File: src/rtl/neuron_accumulator.sv
// Neuron pre-activation: streams pixel/weight pairs, accumulates signed products on a bias.
// Latency: SCALE follows the last accepted beat; zed_valid rises on the edge after that.
// Backpressure: in_ready only in ACCUM; zed/zed_valid held in DONE until zed_ready.
module neuron_accumulator #(
   parameter int N_INPUTS = 784,
   parameter int ACC_W    = 24,
   parameter int SHIFT    = 8
) (
   input  logic              clk,
   input  logic              rst,
   input  logic              start,
   input  logic signed [15:0] bias,
   input  logic              in_valid,
   output logic              in_ready,
   input  logic [7:0]        pixel,
   input  logic signed [7:0] weight,
   output logic              zed_valid,
   input  logic              zed_ready,
   output logic [7:0]        zed,
   output logic              busy
);

   localparam int CNT_W = (N_INPUTS > 1) ? $clog2(N_INPUTS) : 1;
   localparam logic [CNT_W-1:0] LAST_CNT = CNT_W'(N_INPUTS - 1);
   localparam logic signed [ACC_W-1:0] ACC_MAX = {1'b0, {(ACC_W-1){1'b1}}};
   localparam logic signed [ACC_W-1:0] ACC_MIN = {1'b1, {(ACC_W-1){1'b0}}};
   localparam logic signed [ACC_W-1:0] Z_MAX   = ACC_W'(127);
   localparam logic signed [ACC_W-1:0] Z_MIN   = ACC_W'(-128);

   typedef enum logic [1:0] {
      S_IDLE  = 2'd0,
      S_ACCUM = 2'd1,
      S_SCALE = 2'd2,
      S_DONE  = 2'd3
   } state_t;

   state_t                  state_q, state_d;
   logic signed [ACC_W-1:0] acc_q, acc_d;
   logic [CNT_W-1:0]        count_q, count_d;
   logic                    in_ready_q, in_ready_d;
   logic                    zed_valid_q, zed_valid_d;
   logic [7:0]              zed_q, zed_d;
   logic                    busy_q, busy_d;

   logic signed [16:0]      pix_ext;
   logic signed [16:0]      wgt_ext;
   logic signed [16:0]      product;
   logic signed [ACC_W:0]   sum_wide;
   logic signed [ACC_W-1:0] acc_sat;
   logic signed [ACC_W-1:0] scaled;
   logic [7:0]              clamped;
   logic                    beat;

   // Datapath: 17-bit signed product, saturating add, floor shift and 8-bit clamp
   always_comb begin
      pix_ext  = {9'b0, pixel};
      wgt_ext  = {{9{weight[7]}}, weight};
      product  = pix_ext * wgt_ext;
      sum_wide = {acc_q[ACC_W-1], acc_q} + {{(ACC_W-16){product[16]}}, product};
      // Top two bits disagree only when the add left the ACC_W signed range
      if (sum_wide[ACC_W] != sum_wide[ACC_W-1]) begin
         acc_sat = sum_wide[ACC_W] ? ACC_MIN : ACC_MAX;
      end else begin
         acc_sat = sum_wide[ACC_W-1:0];
      end
      scaled = acc_q >>> SHIFT;
      if (scaled > Z_MAX) begin
         clamped = 8'h7f;
      end else if (scaled < Z_MIN) begin
         clamped = 8'h80;
      end else begin
         clamped = scaled[7:0];
      end
   end

   // Next-state and registered-output logic for the inference FSM
   always_comb begin
      state_d     = state_q;
      acc_d       = acc_q;
      count_d     = count_q;
      zed_valid_d = zed_valid_q;
      zed_d       = zed_q;
      beat        = in_valid && in_ready_q;
      case (state_q)
         S_IDLE: begin
            if (start) begin
               acc_d   = {{(ACC_W-16){bias[15]}}, bias};
               count_d = '0;
               state_d = S_ACCUM;
            end
         end
         S_ACCUM: begin
            if (beat) begin
               acc_d   = acc_sat;
               count_d = count_q + CNT_W'(1);
               if (count_q == LAST_CNT) begin
                  state_d = S_SCALE;
               end
            end
         end
         S_SCALE: begin
            // Offset binary: inverting the MSB adds 128 to the two's-complement code
            zed_d       = {~clamped[7], clamped[6:0]};
            zed_valid_d = 1'b1;
            state_d     = S_DONE;
         end
         S_DONE: begin
            if (zed_ready) begin
               zed_valid_d = 1'b0;
               state_d     = S_IDLE;
            end
         end
         default: state_d = S_IDLE;
      endcase
      in_ready_d = (state_d == S_ACCUM);
      busy_d     = (state_d != S_IDLE);
   end

   // State and output registers; synchronous reset discards any partial sum
   always_ff @(posedge clk) begin
      if (rst) begin
         state_q     <= S_IDLE;
         acc_q       <= '0;
         count_q     <= '0;
         in_ready_q  <= 1'b0;
         zed_valid_q <= 1'b0;
         zed_q       <= 8'd128;
         busy_q      <= 1'b0;
      end else begin
         state_q     <= state_d;
         acc_q       <= acc_d;
         count_q     <= count_d;
         in_ready_q  <= in_ready_d;
         zed_valid_q <= zed_valid_d;
         zed_q       <= zed_d;
         busy_q      <= busy_d;
      end
   end

   assign in_ready  = in_ready_q;
   assign zed_valid = zed_valid_q;
   assign zed       = zed_q;
   assign busy      = busy_q;

endmodule

File: config.mk
export PLATFORM = sky130hd
export DESIGN_NAME = neuron_accumulator
export DESIGN_NICKNAME = d
export VERILOG_FILES = /design/src/rtl/neuron_accumulator.sv
export SDC_FILE = /design/constraint.sdc
export NUM_CORES = 1
export LEC_CHECK = 0
export CORE_ASPECT_RATIO = 0.9
export CORE_UTILIZATION = 50
export DETAILED_ROUTE_END_ITERATION = 8
export GPL_TIMING_DRIVEN = 1
export PLACE_DENSITY = 0.71
export SYNTH_ARGS = -nofsm -noshare
export SYNTH_HDL_FRONTEND = slang
export SYNTH_SLANG_ARGS = --single-unit
File: constraint.sdc
create_clock -name clk -period 8.05 [get_ports clk]
set_clock_uncertainty 0.2 [all_clocks]
set_input_delay 1.61 -clock clk [delete_from_list [all_inputs] [get_ports clk]]
set_output_delay 1.61 -clock clk [all_outputs]
set_load 0.005 [all_outputs]
-- Word level (Yosys, flattened, before mapping)
Cells that the tools add are included.
- muxes and demuxes: 17
- eq/ne operators: 9
- reduce and logical (&&, ||, !) cells: 7
- shifts and indexed selects: 0
- divide/modulo/power cells: 0
- add/sub/neg operators: 2
- bitwise logic cells: 1
- $mul: 1
- magnitude comparators: 2
- operator list (kind ; count):
    24-bit two-way mux ; 4
    24-bit one-hot mux with 2 select lines ; 1
    24-bit by 17-bit adder with 25-bit output ; 1
    10-bit two-way mux ; 2
    10-bit one-hot mux with 2 select lines ; 1
    9-bit by 8-bit multiplier with 17-bit output ; 1
    16-bit by 8-bit > comparator with 1-bit output, second input constant ; 1
    16-bit by 8-bit less-than comparator with 1-bit output, second input constant ; 1
    8-bit two-way mux ; 2
    10-bit by 1-bit adder with 10-bit output, second input constant ; 1
    10-bit == test, second input constant ; 1
    2-bit two-way mux ; 4
    2-bit one-hot mux with 4 select lines ; 1
    2-bit inequality test, second input constant ; 3
    2-bit nonzero test ; 3
    2-bit by 1-bit == test with 1-bit output, second input constant ; 2
    2-bit == test, second input constant ; 2
    3-bit AND reduction ; 1
    2-bit logical NOT ; 1
    1-bit one-hot mux with 2 select lines ; 1
    2-bit AND reduction ; 1
    1-bit logical AND ; 1
    1-bit two-way mux ; 1
    1-bit inequality test ; 1
    1-bit NOT ; 1
- bits of input ports: 37
- bits in latches: 0
- bits in read-only memories: 0
- word-level logic and storage cells: 46
- memories kept: 0
- bits in registers: 47
- output and inout port bits: 11
- RAM bits: 0

-- Longest topological paths before layout
- word-level depth: 6
- mapped depth: 22
- gate-level depth less buffers: 20

-- Least setup slack after synthesis
No wires, ideal clock.
- path kind: in2reg
- start: input port weight[1]
- end: register acc_q[13]
- path slack: 1.489 ns
- stages: 18
- required time: 7.731 ns
- library setup time: 0.119 ns
- arrival time: 6.242 ns
- buffers on the path: 2
- path through: clkbuf_1 > nand2_1 > fa_1 > inv_1 > fa_1 > fa_1 > fa_1 > fa_1 > ha_1 > a21oi_1 > o21ai_1 > o211a_1 > o211a_1 > a211oi_4 > nor2_2 > buf_6 > a211oi_1 > o21ai_1
- cells in the longest elaborated chain, start to end: 6
- elaborated cells on any way between the ends: 7
- classes of those cells: add/sub (1); mul (1); eq/ne (1); mux (4)
- ends and longest elaborated chain (element ; RTL line ; text):
    start: declaration ; 16 ; input logic signed [7:0] weight,
    9-bit by 8-bit multiplier with 17-bit output * ; 58 ; product = pix_ext * wgt_ext;
    24-bit by 17-bit adder with 25-bit output * ; 59 ; sum_wide = {acc_q[ACC_W-1], acc_q} + {{(ACC_W-16){product[16]}}, product};
    24-bit two-way mux / 1-bit inequality test (equally long branches) ; 62, 61 ;
    24-bit two-way mux * ; 61 ; if (sum_wide[ACC_W] != sum_wide[ACC_W-1]) begin
    24-bit two-way mux * ; 93 ; if (beat) begin
    24-bit one-hot mux with 2 select lines * ; 84 ; case (state_q)
    end signal: assignment ; 123 ; acc_q <= '0;
    end signal: assignment ; 131 ; acc_q <= acc_d;
    end: declaration ; 38 ; logic signed [ACC_W-1:0] acc_q, acc_d;
Mark *: on every way between the ends. The rest lies on a longest branch, timed or not. The select of a mux whose other input is x is not followed.
A chain may end at the register's enable or synchronous reset.

-- Worst setup path in the final report
- start: input port pixel[0]
- end: register acc_q[5]
- cells in the longest elaborated chain, start to end: 6
- elaborated cells on any way between the ends: 7
- classes of those cells: add/sub (1); mul (1); eq/ne (1); mux (4)
- ends and longest elaborated chain (element ; RTL line ; text):
    start: declaration ; 15 ; input logic [7:0] pixel,
    9-bit by 8-bit multiplier with 17-bit output * ; 58 ;
    24-bit by 17-bit adder with 25-bit output * ; 59 ;
    24-bit two-way mux / 1-bit inequality test (equally long branches) ; 62, 61 ;
    24-bit two-way mux * ; 61 ;
    24-bit two-way mux * ; 93 ;
    24-bit one-hot mux with 2 select lines * ; 84 ;
Marks and branches as above.

==> summary.txt <==
Detailed routing
  – WL/cell: 15.87 µm
  – Final WL: 12330 µm
  – Via count: 4362
  – Initial DRC count: 207
  – Drt pass-1 iters: 4
  – DRC Markers: 0
  – Vias per std cell: 5.614
  – Post-route antenna net violation count: 0

Final layout
  – Ratio of cells with drive above 1 in the final layout: 3.241%
  – Storage cell area: 940.9 µm²
  – Fin util: 58.69%
  – Layout area overhead: 13.60%
  – ANT cells: 0
  – Fillcell total: 943
  – Final std cells w/o fill: 777
  – Design area: 0.006040 mm²
  – Multi-input gate area: 0.004038 mm²
  – Final nets: 815

Die
  – Std cell rows: 35
  – Die height: 99.83 µm
  – Die width: 110.7 µm
  – Core area: 0.01029 mm²
  – IO Count: 48
  – Die area: 0.01105 mm²
  – Initial Util: 51.66%

Yosys
  – Top cell type's share of synthesized area: 19.58%
  – Synth Register Bits: 47
  – Syn_nets: 773
  – Post-Syn Area per Cell: 8.787 µm²
  – Top cell type by total area after synthesis: fa_1
  – Leading post-synthesis cells by cell area: fa_1, ha_1, dfxtp_1, inv_1, nand2_1
  – Async S/R FF share, synth: 0%
  – Post-Synthesis Cells: 605
  – Synthesized area: 0.005316 mm²
  – Number of synthesized flops with an enable pin: 0
  – Syn. warnings: 0
  – Main synth FF type: dfxtp_1
  – Yosys cell types: 52
  – Sequential area share after synthesis: 17.70%

Timing
  – Final hold vios: 0
  – Slew Viols, Final: 0
  – Rel. slew slack: 24.02%
  – Period minus WS final: 7.477 ns
  – Achievable Freq: 0.1337 GHz
  – Final setup vio count: 0
  – Worst-Margin Slew: 1.135 ns
  – RSZ-0062 raised after global routing: false
  – Crit share post-route: 92.88%
  – Setup_tns: 0 ns

Worst setup path
  – Required time of the critical path: 7.98 ns
  – Setup crit end kind: flip-flop
  – Crit path launch type: primary input
  – WS Path Type: in -> reg
  – CP Max Fanout: 9
  – CP arrival: 7.41 ns

Clock tree
  – Setup Buffers After CTS: 0
  – CTS Root Buffer Type: clkbuf_16
  – Clk_lat worst skew: 0.28 ns
  – # clock sinks: 47
  – CTS HTree Levels: 2
  – # resized after CTS: 0
  – Cts bufs inserted: 5
  – Clk slew on worst S/H paths: 0.06 ns
  – Deepest clock path buffer count: 2
  – # hold bufs at CTS: 0
  – CTS tree: done

Hold path
  – Class of the worst hold path: reg -> reg

Outcome
  – Outcome: completed

Power
  – Leak: 2.866 nW
  – Max VDD drop: 0.1140 mV
  – Pwr Density: 253.9 mW/mm²

Place
  – Placed Instances: 769
  – DP Wirelength: 10160 µm
  – Port Buffer Count: 47
  – Placer Congestion: 0.8646
  – Post-Place Cell Area: 0.005899 mm²

Global route
  – Vias in the first global route: 4421
  – Global Route Usage Sum: 23.29%
  – First-pass GRT wire length: 21160 µm
  – Remaining Overflow, GRT: 0
  – Initial antenna violation count: 0
  – Largest net degree at the start of global routing: 25

Run
  – Total of max-cap violations: 0
## Yosys cell counts, types with 4 or more instances
master	number
nand4_1	6
and2_1	30
a211oi_1	8
a21o_1	7
a21oi_1	33
xnor2_1	14
a221o_1	9
nand3_1	11
nor4_1	4
clkbuf_1	12
o21a_1	4
o21ai_1	8
o22ai_1	7
xor2_1	12
nand2_1	67
ha_1	79
a22oi_1	7
dfxtp_1	47
nor2_1	35
fa_1	52
inv_1	75
nand2b_1	6
nor2b_1	5
o21ai_0	26
and3_1	5
## state kept, by name (all words and copies together) (netlist names)
name and count:
acc_q 24, count_q 10, zed 8, state_q 2
busy 1, in_ready 1, zed_valid 1
## stage by stage
stage / hold WS, ns / worst slack, ns / total power, mW
finish: 0.2613 / 0.5731 / 1.533
global route: 0.2767 / 0.2626 / 1.696
CTS: 0.2608 / 0.5804 / 1.541
detailed placement: 0.2506 / 0.2923 / 1.330
global placement: 0.2472 / 0.3361 / 1.313
floorplan: 0.2295 / 1.489 / 1.096
## cell usage in the layout (no fill, tap or decap), drive strengths merged, types with 2 or more instances in the layout
cell	synthesis	layout
fa	52	52
and3	5	5
and2	30	30
inv	75	75
dfxtp	47	47
a21oi	34	34
a211oi	10	10
clkbuf	12	5
o221ai	2	2
nand2b	6	6
nor4	4	4
o22ai	7	7
xnor2	14	14
nand2	68	68
nand3	11	11
o211a	2	2
clkdlybuf4s50	0	47
or2	2	2
nand4	6	6
nor3	3	3
ha	79	79
xor2	12	12
o21a	4	4
a22oi	7	7
nor2	36	36
a21o	7	7
nor2b	5	5
and4	2	2
a211o	3	3
clkinv	0	3
o21ai	34	34
a221o	9	9
o211ai	2	2
## logic make-up (layout without fill, tap and decap cells)
group / after synthesis / in the layout / synth area share, %
simple gates: 181 / 181 / 16.38
xor+xnor: 26 / 26 / 4.283
buf+inv: 88 / 131 / 6.354
fa+ha+maj: 132 / 132 / 38.36
flops: 47 / 47 / 17.70
compound gates: 130 / 130 / 16.71
mux: 1 / 1 / 0.2118
## cell type report
class | count | share of cell area (%)
clock buffer | 5 | 2.072
clock inverter | 3 | 0.2486
multi-input combinational | 470 | 66.85
timing repair buffer | 48 | 7.914
tap | 129 | 2.672
inverter | 75 | 4.661
sequential | 47 | 15.58
## critical path, stage by stage
cell,delay (ns)
clkdlybuf4s50_1,0.55
nand2b_1,0.25
fa_1,0.53
fa_1,0.54
inv_1,0.06
fa_1,0.52
fa_1,0.52
fa_1,0.40
ha_1,0.34
a21oi_1,0.25
o21ai_1,0.20
o211a_1,0.30
o211a_1,0.25
a211oi_4,0.42
nand2_2,0.22
nand3_1,0.28
o22ai_1,0.14
## power by group
| group | switching [mW] | total, mW | internal, mW |
|---|---|---|---|
| clock network | 0.0846 | 0.198 | 0.113 |
| registers | 0.0290 | 0.286 | 0.257 |
| logic | 0.596 | 1.05 | 0.454 |
## worst paths after layout
path | to | startpoint | cells past startpoint | slack (ns)
worst max-delay path | acc_q[5] | pixel[0] | 17 | 0.57
worst min-delay path | zed[6] | zed[6] | 2 | 0.26
worst max register to register | acc_q[5] | acc_q[6] | 18 | 2.43
worst min register to register | zed[6] | zed[6] | 2 | 0.26
## routing by layer
metal  vias to the layer above  share of wire (%)  GRT usage, %  routed length [µm]
met5                         -                  0             0                   0
met4                         0                1.8         6.564                 217
met3                        15                4.1         2.899                 502
met2                        96                 46         38.22                5715
met1                      2100                 48         32.54                5896
li1                       2151                  -             -                   -
(Power assumes the default switching activity.)
